## src/rtl/gan_pkg.sv

```systemverilog
// rtl/gan_pkg.sv - shared constants, layer tables and FSM state type for the GAN layer sequencer
package gan_pkg;

  localparam int N_LAYERS  = 8;
  localparam int N_NEURONS = 19;
  localparam int N_W       = 54;
  localparam int N_B       = 19;
  localparam int MAX_FAN   = 4;

  typedef enum logic [1:0] {
    ST_IDLE  = 2'd0,
    ST_ISSUE = 2'd1,
    ST_WAIT  = 2'd2,
    ST_DONE  = 2'd3
  } state_e;

  // Operands per neuron in each layer (the previous layer's width).
  function automatic logic [2:0] fan_in_of(input logic [2:0] layer);
    case (layer)
      3'd0:    return 3'd4;
      3'd1:    return 3'd4;
      3'd2:    return 3'd2;
      3'd3:    return 3'd1;
      3'd4:    return 3'd1;
      3'd5:    return 3'd1;
      3'd6:    return 3'd2;
      default: return 3'd4;
    endcase
  endfunction

  // Neurons computed in each layer.
  function automatic logic [2:0] neurons_of(input logic [2:0] layer);
    case (layer)
      3'd0:    return 3'd4;
      3'd1:    return 3'd2;
      3'd2:    return 3'd1;
      3'd3:    return 3'd1;
      3'd4:    return 3'd1;
      3'd5:    return 3'd2;
      3'd6:    return 3'd4;
      default: return 3'd4;
    endcase
  endfunction

endpackage

```

## src/rtl/gan_act_pingpong.sv

```systemverilog
// rtl/gan_act_pingpong.sv - current/next activation buffers with result merge, layer swap and operand masking
// Ports:
//   clk, rst_n      clock, asynchronous active-low reset
//   load_i, x_i     load x_i into the current buffer and clear the next buffer
//   wr_i, idx_i,    write data_i into next-buffer entry idx_i
//   data_i
//   swap_i          with wr_i: current <= next (including this write), next cleared
//   fan_in_i        operands in use; current entries at index >= fan_in_i read as 0
//   job_x_o         masked operand vector for the neuron unit
//   merged_o        next buffer with the pending write applied
module gan_act_pingpong
  import gan_pkg::*;
#(
  parameter int WIDTH = 32
) (
  input  logic               clk,
  input  logic               rst_n,
  input  logic               load_i,
  input  logic [4*WIDTH-1:0] x_i,
  input  logic               wr_i,
  input  logic [1:0]         idx_i,
  input  logic [WIDTH-1:0]   data_i,
  input  logic               swap_i,
  input  logic [2:0]         fan_in_i,
  output logic [4*WIDTH-1:0] job_x_o,
  output logic [4*WIDTH-1:0] merged_o
);

  logic [3:0][WIDTH-1:0] cur_q;
  logic [3:0][WIDTH-1:0] nxt_q;
  logic [3:0][WIDTH-1:0] merged;
  logic [3:0][WIDTH-1:0] job_x;

  always_comb begin
    merged = nxt_q;
    if (wr_i) begin
      merged[idx_i] = data_i;
    end
  end

  always_comb begin
    job_x = '0;
    for (int i = 0; i < MAX_FAN; i++) begin
      if (3'(i) < fan_in_i) begin
        job_x[i] = cur_q[i];
      end
    end
  end

  assign job_x_o  = job_x;
  assign merged_o = merged;

  always_ff @(posedge clk or negedge rst_n) begin
    if (!rst_n) begin
      cur_q <= '0;
      nxt_q <= '0;
    end else if (load_i) begin
      cur_q <= x_i;
      nxt_q <= '0;
    end else if (wr_i) begin
      if (swap_i) begin
        cur_q <= merged;
        nxt_q <= '0;
      end else begin
        nxt_q <= merged;
      end
    end
  end

endmodule

```

## src/rtl/gan_layer_sequencer.sv

```systemverilog
// rtl/gan_layer_sequencer.sv - sequences the 19 neuron jobs of an 8-layer GAN generator through one shared neuron unit
// Optional feature macro: GAN_SEQ_TIMEOUT_EN (WAIT watchdog of TIMEOUT_CYCLES cycles).
// Ports:
//   clk, rst_n            clock, asynchronous active-low reset
//   start, x_in           start inference with input vector x_in (sampled in IDLE only)
//   busy, done, y_out     run in progress, one-cycle completion pulse, final activations
//   job_valid/job_ready   job handshake; job_fan_in, job_w_base, job_b_addr, job_x describe the job
//   res_valid, res_data   post-ReLU result strobe from the neuron unit
//   err                   sticky protocol error, cleared on accepted start
module gan_layer_sequencer
  import gan_pkg::*;
#(
  parameter int WIDTH          = 32,
  parameter int TIMEOUT_CYCLES = 64
) (
  input  logic               clk,
  input  logic               rst_n,
  input  logic               start,
  input  logic [4*WIDTH-1:0] x_in,
  output logic               busy,
  output logic               done,
  output logic [4*WIDTH-1:0] y_out,
  output logic               job_valid,
  input  logic               job_ready,
  output logic [2:0]         job_fan_in,
  output logic [5:0]         job_w_base,
  output logic [4:0]         job_b_addr,
  output logic [4*WIDTH-1:0] job_x,
  input  logic               res_valid,
  input  logic [WIDTH-1:0]   res_data,
  output logic               err
);

  state_e             state_q, state_d;
  logic [2:0]         layer_q, layer_d;
  logic [1:0]         neuron_q, neuron_d;
  logic [5:0]         w_ptr_q, w_ptr_d;
  logic [4:0]         b_ptr_q, b_ptr_d;
  logic               busy_q, busy_d;
  logic               done_q, done_d;
  logic               job_valid_q, job_valid_d;
  logic               err_q, err_d;
  logic [4*WIDTH-1:0] y_out_q, y_out_d;

  logic               pp_load, pp_wr, pp_swap;
  logic [4*WIDTH-1:0] pp_job_x, pp_merged;
  logic [2:0]         fan_in;
  logic               last_neuron;

  assign fan_in      = fan_in_of(layer_q);
  assign last_neuron = ({1'b0, neuron_q} == (neurons_of(layer_q) - 3'd1));

`ifdef GAN_SEQ_TIMEOUT_EN
  localparam int TW = $clog2(TIMEOUT_CYCLES + 1);
  logic [TW-1:0] tmo_q, tmo_d;
`else
  logic [31:0] unused_timeout;
  assign unused_timeout = TIMEOUT_CYCLES;
`endif

  gan_act_pingpong #(.WIDTH(WIDTH)) u_act (
    .clk      (clk),
    .rst_n    (rst_n),
    .load_i   (pp_load),
    .x_i      (x_in),
    .wr_i     (pp_wr),
    .idx_i    (neuron_q),
    .data_i   (res_data),
    .swap_i   (pp_swap),
    .fan_in_i (fan_in),
    .job_x_o  (pp_job_x),
    .merged_o (pp_merged)
  );

  always_comb begin
    state_d     = state_q;
    layer_d     = layer_q;
    neuron_d    = neuron_q;
    w_ptr_d     = w_ptr_q;
    b_ptr_d     = b_ptr_q;
    busy_d      = busy_q;
    done_d      = 1'b0;
    job_valid_d = job_valid_q;
    err_d       = err_q;
    y_out_d     = y_out_q;
    pp_load     = 1'b0;
    pp_wr       = 1'b0;
    pp_swap     = 1'b0;
`ifdef GAN_SEQ_TIMEOUT_EN
    tmo_d       = tmo_q;
`endif

    // A result can only be legitimately consumed in WAIT; anywhere else it
    // is discarded and flagged. An accepted start below overrides the flag.
    if (res_valid && (state_q != ST_WAIT)) begin
      err_d = 1'b1;
    end

    case (state_q)
      ST_IDLE: begin
        if (start) begin
          pp_load     = 1'b1;
          layer_d     = '0;
          neuron_d    = '0;
          w_ptr_d     = '0;
          b_ptr_d     = '0;
          err_d       = 1'b0;
          busy_d      = 1'b1;
          job_valid_d = 1'b1;
          state_d     = ST_ISSUE;
        end
      end
      ST_ISSUE: begin
        if (job_ready) begin
          job_valid_d = 1'b0;
          state_d     = ST_WAIT;
`ifdef GAN_SEQ_TIMEOUT_EN
          tmo_d       = '0;
`endif
        end
      end
      ST_WAIT: begin
        if (res_valid) begin
          pp_wr   = 1'b1;
          w_ptr_d = w_ptr_q + {3'b000, fan_in};
          b_ptr_d = b_ptr_q + 5'd1;
          if (last_neuron) begin
            pp_swap  = 1'b1;
            neuron_d = '0;
            if (layer_q == 3'(N_LAYERS - 1)) begin
              y_out_d = pp_merged;
              done_d  = 1'b1;
              state_d = ST_DONE;
            end else begin
              layer_d     = layer_q + 3'd1;
              job_valid_d = 1'b1;
              state_d     = ST_ISSUE;
            end
          end else begin
            neuron_d    = neuron_q + 2'd1;
            job_valid_d = 1'b1;
            state_d     = ST_ISSUE;
          end
        end
`ifdef GAN_SEQ_TIMEOUT_EN
        else if (tmo_q == TW'(TIMEOUT_CYCLES - 1)) begin
          err_d   = 1'b1;
          busy_d  = 1'b0;
          state_d = ST_IDLE;
        end else begin
          tmo_d = tmo_q + 1'b1;
        end
`endif
      end
      ST_DONE: begin
        busy_d  = 1'b0;
        state_d = ST_IDLE;
      end
      default: begin
        state_d = ST_IDLE;
      end
    endcase
  end

  always_ff @(posedge clk or negedge rst_n) begin
    if (!rst_n) begin
      state_q     <= ST_IDLE;
      layer_q     <= '0;
      neuron_q    <= '0;
      w_ptr_q     <= '0;
      b_ptr_q     <= '0;
      busy_q      <= 1'b0;
      done_q      <= 1'b0;
      job_valid_q <= 1'b0;
      err_q       <= 1'b0;
      y_out_q     <= '0;
    end else begin
      state_q     <= state_d;
      layer_q     <= layer_d;
      neuron_q    <= neuron_d;
      w_ptr_q     <= w_ptr_d;
      b_ptr_q     <= b_ptr_d;
      busy_q      <= busy_d;
      done_q      <= done_d;
      job_valid_q <= job_valid_d;
      err_q       <= err_d;
      y_out_q     <= y_out_d;
    end
  end

`ifdef GAN_SEQ_TIMEOUT_EN
  always_ff @(posedge clk or negedge rst_n) begin
    if (!rst_n) begin
      tmo_q <= '0;
    end else begin
      tmo_q <= tmo_d;
    end
  end
`endif

  // Job fields come straight from registers that only move outside ISSUE,
  // so they stay stable under backpressure; they read 0 when no job is offered.
  assign busy       = busy_q;
  assign done       = done_q;
  assign err        = err_q;
  assign y_out      = y_out_q;
  assign job_valid  = job_valid_q;
  assign job_fan_in = job_valid_q ? fan_in   : '0;
  assign job_w_base = job_valid_q ? w_ptr_q  : '0;
  assign job_b_addr = job_valid_q ? b_ptr_q  : '0;
  assign job_x      = job_valid_q ? pp_job_x : '0;

endmodule
```

## config.mk

```make
export PLATFORM = sky130hd
export DESIGN_NAME = gan_layer_sequencer
export DESIGN_NICKNAME = d
export VERILOG_FILES = /design/src/rtl/gan_pkg.sv /design/src/rtl/gan_act_pingpong.sv /design/src/rtl/gan_layer_sequencer.sv
export SDC_FILE = /design/constraint.sdc
export NUM_CORES = 1
export LEC_CHECK = 0
export ABC_AREA = 1
export CAP_MARGIN = 20
export CORE_MARGIN = 2
export CORE_UTILIZATION = 32
export CTS_CLUSTER_DIAMETER = 200
export DETAILED_ROUTE_END_ITERATION = 8
export PLACE_DENSITY = 0.63
export SLEW_MARGIN = 20
export SYNTH_ARGS = -nofsm -noshare
export SYNTH_HDL_FRONTEND = slang
export SYNTH_SLANG_ARGS = --single-unit
```

## constraint.sdc

```tcl
create_clock -name clk -period 3.09 [get_ports clk]
set_clock_uncertainty 0.1 [all_clocks]
set_input_delay 0.618 -clock clk [delete_from_list [all_inputs] [get_ports clk]]
set_output_delay 0.618 -clock clk [all_outputs]
set_load 0.1 [all_outputs]
```

=== Yosys cells after proc, flatten, opt, wreduce, memory -nomap -nowiden ===
Cells that the tools add are included.

* Output and inout bits: 274
* Bits of input ports: 165
* Logic and storage cells: 128
* Register bits after elaboration: 406

* $add $sub $neg: 5
* Equal/unequal tests: 18
* Magnitude comparators: 6
* Mux-type cells: 62
* Reduce and logical (&&, ||, !) cells: 19

{| class="wikitable"
|+ Operator list
! cell !! count
|-
| 2-to-1 mux 128 bit || 8
|-
| 2-to-1 mux 32 bit || 5
|-
| bitwise mux 128 bit || 1
|-
| demux 32 bit (select 2 bit) || 1
|-
| 2-to-1 mux 1 bit || 19
|-
| 2-to-1 mux 6 bit || 3
|-
| case mux 3 bit (2 select lines) || 3
|-
| 2-to-1 mux 2 bit || 8
|-
| 2-to-1 mux 3 bit || 5
|-
| 2-to-1 mux 5 bit || 3
|-
| == test 3 bit, second input constant || 4
|-
| != test 2 bit, second input constant || 6
|-
| case mux 6 bit (2 select lines) || 1
|-
| case mux 5 bit (2 select lines) || 1
|-
| AND reduction 5 bit || 2
|-
| case mux 2 bit (4 select lines) || 1
|-
| nonzero test 2 bit || 4
|-
| adder 6 x 3 -> 6 bit || 1
|-
| == test 3 x 2 -> 1 bit, second input constant || 2
|-
| < comparator 1 x 3 -> 1 bit, first input constant || 2
|-
| < comparator 2 x 3 -> 1 bit, first input constant || 2
|-
| AND reduction 3 bit || 2
|-
| OR reduction 3 bit || 2
|-
| adder 5 x 1 -> 5 bit, second input constant || 1
|-
| other kinds (19) || 23
|}

=== Longest topological paths before layout ===
* Depth in word-level cells: 11
* Depth in mapped cells: 16
* Depth with buffers taken out: 15

=== By module ===
From an unflattened synthesis, not the netlist that was laid out.

* Cell total of the unflattened synthesis: 3387
* Area total of the unflattened synthesis: 22895.7 sq um

{| class="wikitable"
|+ By module, submodules not included
! module !! cells an instance !! instances !! seq. area each (sq um) !! area an instance (sq um)
|-
| gan_act_pingpong || 2356 || 1 || 6406.1 || 15152.0
|-
| gan_layer_sequencer || 1031 || 1 || 3753.6 || 7743.7
|}

=== Worst setup path before layout ===
No wires, ideal clock.

* Path kind: reg-to-output
* Start: reg layer_q[0]
* End: out job_fan_in[0]
* Data required time: 2.372 ns
* Path buffers: 0
* Cell stages (with the launch flop): 8
* Arrival: 3.351 ns
* Path slack: -0.979 ns
* Cell sequence: dfrtp_1 > inv_1 > ha_1 > inv_1 > a31oi_1 > inv_1 > ha_1 > nor3_1

* Word-level cells in the longest chain between the ends: 4
* Elaborated cells on any way between the ends: 9
* Classes of those cells: eq/ne (5); mux (2); reduce/logical (2)

{| class="wikitable"
|+ RTL lines
! what !! RTL line !! source
|-
| from (decl) || gan_layer_sequencer.sv:35 || <nowiki>logic [2:0] layer_q, layer_d;</nowiki>
|-
| from (signal assigned) || gan_layer_sequencer.sv:179 || <nowiki>layer_q <= layer_d;</nowiki>
|-
| == test 3 bit or == test 3 x 2 -> 1 bit (tied branches) || gan_pkg.sv:19 || <nowiki>case (layer)</nowiki>
|-
| OR reduction 3 bit (no line) or OR reduction 2 bit (tied branches) || -- ||
|-
| case mux 3 bit (2 select lines) (*) || gan_pkg.sv:19 ||
|-
| 2-to-1 mux 3 bit (*) || gan_layer_sequencer.sv:208 || <nowiki>assign job_fan_in = job_valid_q ? fan_in : '0;</nowiki>
|-
| to (decl) || gan_layer_sequencer.sv:25 || <nowiki>output logic [2:0] job_fan_in,</nowiki>
|}

Every way passes the cells marked *; elsewhere a longest branch is shown, timed or not.

=== Worst setup path in the final report ===
* Start: reg layer_q[0]
* End: out job_x[51]

* Word-level cells in the longest chain between the ends: 6
* Elaborated cells on any way between the ends: 11
* Classes of those cells: order compare (1); eq/ne (5); mux (3); reduce/logical (2)

{| class="wikitable"
|+ RTL lines
! what !! RTL line !! source
|-
| == test 3 bit or == test 3 x 2 -> 1 bit (tied branches) || gan_pkg.sv:19 ||
|-
| OR reduction 3 bit (no line) or OR reduction 2 bit (tied branches) || -- ||
|-
| case mux 3 bit (2 select lines) (*) || gan_pkg.sv:19 ||
|-
| < comparator 1 x 3 -> 1 bit (*) || gan_act_pingpong.sv:44 || <nowiki>if (3'(i) < fan_in_i) begin</nowiki>
|-
| 2-to-1 mux 32 bit (*) || gan_act_pingpong.sv:44 ||
|-
| 2-to-1 mux 128 bit (*) || gan_layer_sequencer.sv:211 || <nowiki>assign job_x = job_valid_q ? pp_job_x : '0;</nowiki>
|-
| to (decl) || gan_layer_sequencer.sv:28 || <nowiki>output logic [4*WIDTH-1:0] job_x,</nowiki>
|}

Marked as above.

==> run_results.csv <==
group,metric,value,unit
outcome,run_status,"complete, but fails checks",
outcome,violations,"negative setup slack",
die,dieArea,0.06231,mm^2
synth,ys.flop_type,"dfrtp_1",
sta,hold_slack,0.3716,ns
sta,finalSetupViolCount,67,
grt,grt_max_degree,79,
die,rows,90,
grt,grt_antenna_before_repair,8,
cells_and_area,area.growth.synth_to_final,46.74,%
grt,grt_pass1_vias,16710,
synth,synth-edff-count,0,
routing,ant_nets,0,
synth,synth_nets,2773,
critical_path,arrival,2.52,ns
routing,first_pass_iters,6,
sta,finalCriticalPeriod,3.242,ns
clock_network,cts_buffer_depth,3,
synth,ys_seq_elements,406,
sta,timing.final.ws_setup,-0.1524,ns
synth,yosys.area.top_type,"dfrtp_1",
power,peakVddDrop,513.9,uV
synth,async_reset_ff_frac,1.000,
die,core,0.06002,mm^2
sta,max_clock_freq,308.4,MHz
job,maxCapViolCount,0,
clock_network,cts_buffers,48,
power,power_leakage,14.23,nW
cells_and_area,fin_area,0.02833,mm^2
critical_path,cp.required,2.37,ns
critical_path,reg2regPathDepth,14,
placement,gp_congestion,0.8470,
critical_path,end_kind,"output pin",
synth,synthesis.area,0.01930,mm^2
hold_path,holdPathStages,2,
synth,syn_avg_cell_area,7.456,um^2
sta,maxSlewHeadroom,0.5448,
critical_path,rr_startpoint,"layer_q[1]",
routing,via_count,17730,
grt,track_usage,0.2304,
clock_network,root_buffer,"clkbuf_16",
synth,yosysUniqueCellTypes,33,
synth,synth_area_leaders,"dfrtp_1, nand2_1, nor2_1",
clock_network,h-tree-depth,2,
sta,min_period_over_period,1.049,
routing,drcViolationCount,0,
routing,detail_route.wl_per_cell,19.10,um
sta,rsz0062_at_grt,"true",
critical_path,reg2reg_slack,0.17,ns
die,initial_core_util,0.3216,
cells_and_area,final_core_utilization,0.4720,
placement,dpl.hpwl,49.94,mm
placement,numPortBuffers,438,
power,pwr_density_cell,931.2,mW/mm^2
clock_network,cts.clk_slew.worst_paths,0.06,ns
critical_path,reg2reg_to,"y_out[22]",
synth,synth_top_area_share,0.5263,
sta,final_max_slew_viol_count,0,
routing,vias_per_cell,4.626,
critical_path,crit_fanout,8,
cells_and_area,drive_above_1_share,0.1861,
grt,grt.overflow.total,0,
die,die_height,249.6,um
die,die_x,249.6,um
clock_network,clk_latency,0.58,ns
clock_network,cts_tree,"built",
hold_path,min_from,"y_out[67]",
critical_path,cp-start-kind,"flop",
synth,yosysSeqAreaShare,0.5263,
placement,dpl_cell_area,0.02612,mm^2
hold_path,hp-class,"reg -> reg",
hold_path,min_to,"y_out[67]",
clock_network,cts.sinks,406,
placement,dp_slack,0.2525,ns
die,io_pins,439,
critical_path,crit_type,"reg -> out",
grt,grt_pass1_wl,108.4,mm
sta,hold_viol_final,0,
sta,worst_pin_slew,0.6820,ns
cells_and_area,nets,3198,
synth,synthCells,2589,
synth,synth-warning-count,0,
routing,routed_wl,73.22,mm
routing,drtIter0Drc,1300,
per-stage QoR:
stage | setup TNS, ns | std cells | power [mW]
global route | -10.97 | 3830 | 27.69
floorplan | -7.588 | 2589 | 15.58
finish | -5.580 | 3833 | 26.38
detailed placement | 0 | 3720 | 20.08
global placement | 0 | 3720 | 19.97
CTS | -5.752 | 3819 | 26.41
cell usage after synthesis (4+ instances only):
cell type  instances
a21oi_1            8
buf_1             22
buf_2             32
buf_4             12
buf_6             22
clkbuf_1          67
dfrtp_1          406
ha_1              18
inv_1            211
inv_2              4
nand2_1         1220
nand2_2            5
nand3_1           47
nor2_1           223
nor3_1            20
o21ai_0          152
o21ai_1           98
registers in the layout, summed over array words and instances, names as in the netlist:
register,flops
b_ptr_q,5
u_act.cur_q,128
job_valid,1
err,1
state_q,2
done,1
busy,1
y_out,128
neuron_q,2
w_ptr_q,6
layer_q,3
u_act.nxt_q,128
worst max-delay path, stage by stage, from the launching register on:
cell	delay [ns]
dfrtp_2	0.47
ha_2	0.21
inv_2	0.08
a31oi_4	0.10
ha_4	0.18
or2_4	0.33
buf_16	0.21
nor2_4	0.15
buf_12	0.18
kinds of logic (layout without fill, tap and decap cells):
kind of cell             after synthesis  after routing  synth area share
other                                  0              4                 0
XOR/XNOR                               2              2         0.0009075
flip-flops                           406            406            0.5263
adder cells (fa/ha/maj)               19             19           0.01270
AND/OR/NAND/NOR                     1528           1528            0.3064
AO/OA/AOI/OAI                        262            262           0.06838
buffers and inverters                372            830           0.08529
worst max path at each step:
stage          startpoint         to  slack (ns)
2_1_floorplan  layer_q[0]  job_x[32]       -0.35
3_3_place_gp   layer_q[0]  job_x[33]        0.29
3_5_place_dp   layer_q[0]  job_x[51]        0.25
4_1_cts        layer_q[0]  job_x[51]       -0.14
5_1_grt        layer_q[0]  job_x[51]       -0.20
6_report       layer_q[0]  job_x[51]       -0.15
layout by cell type, fill, tap and decap left out, drive strengths merged:
master / synthesis / routed
nand2: 1227 / 1227
dfrtp: 406 / 406
buf: 88 / 364
o21ai: 250 / 250
nor2: 226 / 226
inv: 215 / 215
clkdlybuf4s50: 0 / 163
clkbuf: 67 / 77
nand3: 49 / 49
nor3: 20 / 20
ha: 18 / 18
a21oi: 8 / 8
clkinv: 2 / 6
diode: 0 / 4
bufinv: 0 / 3
nor3b: 2 / 2
nand4: 2 / 2
a31oi: 2 / 2
or2: 1 / 1
xnor2: 1 / 1
o41ai: 1 / 1
and3: 1 / 1
xor2: 1 / 1
o31ai: 1 / 1
fa: 1 / 1
clkinvlp: 0 / 1
dlygate4sd3: 0 / 1
final cells by class:
cell class              count  area [um^2]
inverters                 217        832.0
repair buffers            530         6445
multi-input cells        1811         8364
diodes                      4        10.01
clock inverters             8        121.4
clock buffers              75         1414
well taps                 782        978.4
fillers                  5794        31690
flip-flops and latches    406        10160
per-layer routing:
layer  track usage  share of wire
met5             0        0.00015
met4       0.05577          0.020
met3       0.04026          0.058
met2        0.3887           0.49
met1        0.3076           0.43
power by group:
part	switching (mW)	internal [mW]	leakage, nW
clock network	2.27	3.37	0.747
logic	9.35	4.45	7.92
registers	0.444	6.50	5.57
total	12.1	14.3	14.2
what timing repair did:
item | in CTS | in global routing
cloned | 6 | 2
buffers inserted | 9 | 9
hold buffers | 1 | 0
endpoints found under the setup margin | 98 | 98
pin swaps | 6 | 5
endpoints found under the hold margin | 42 | 0
resized for setup | 50 | 18
No activity file was read; power rests on OpenSTA's default activity.
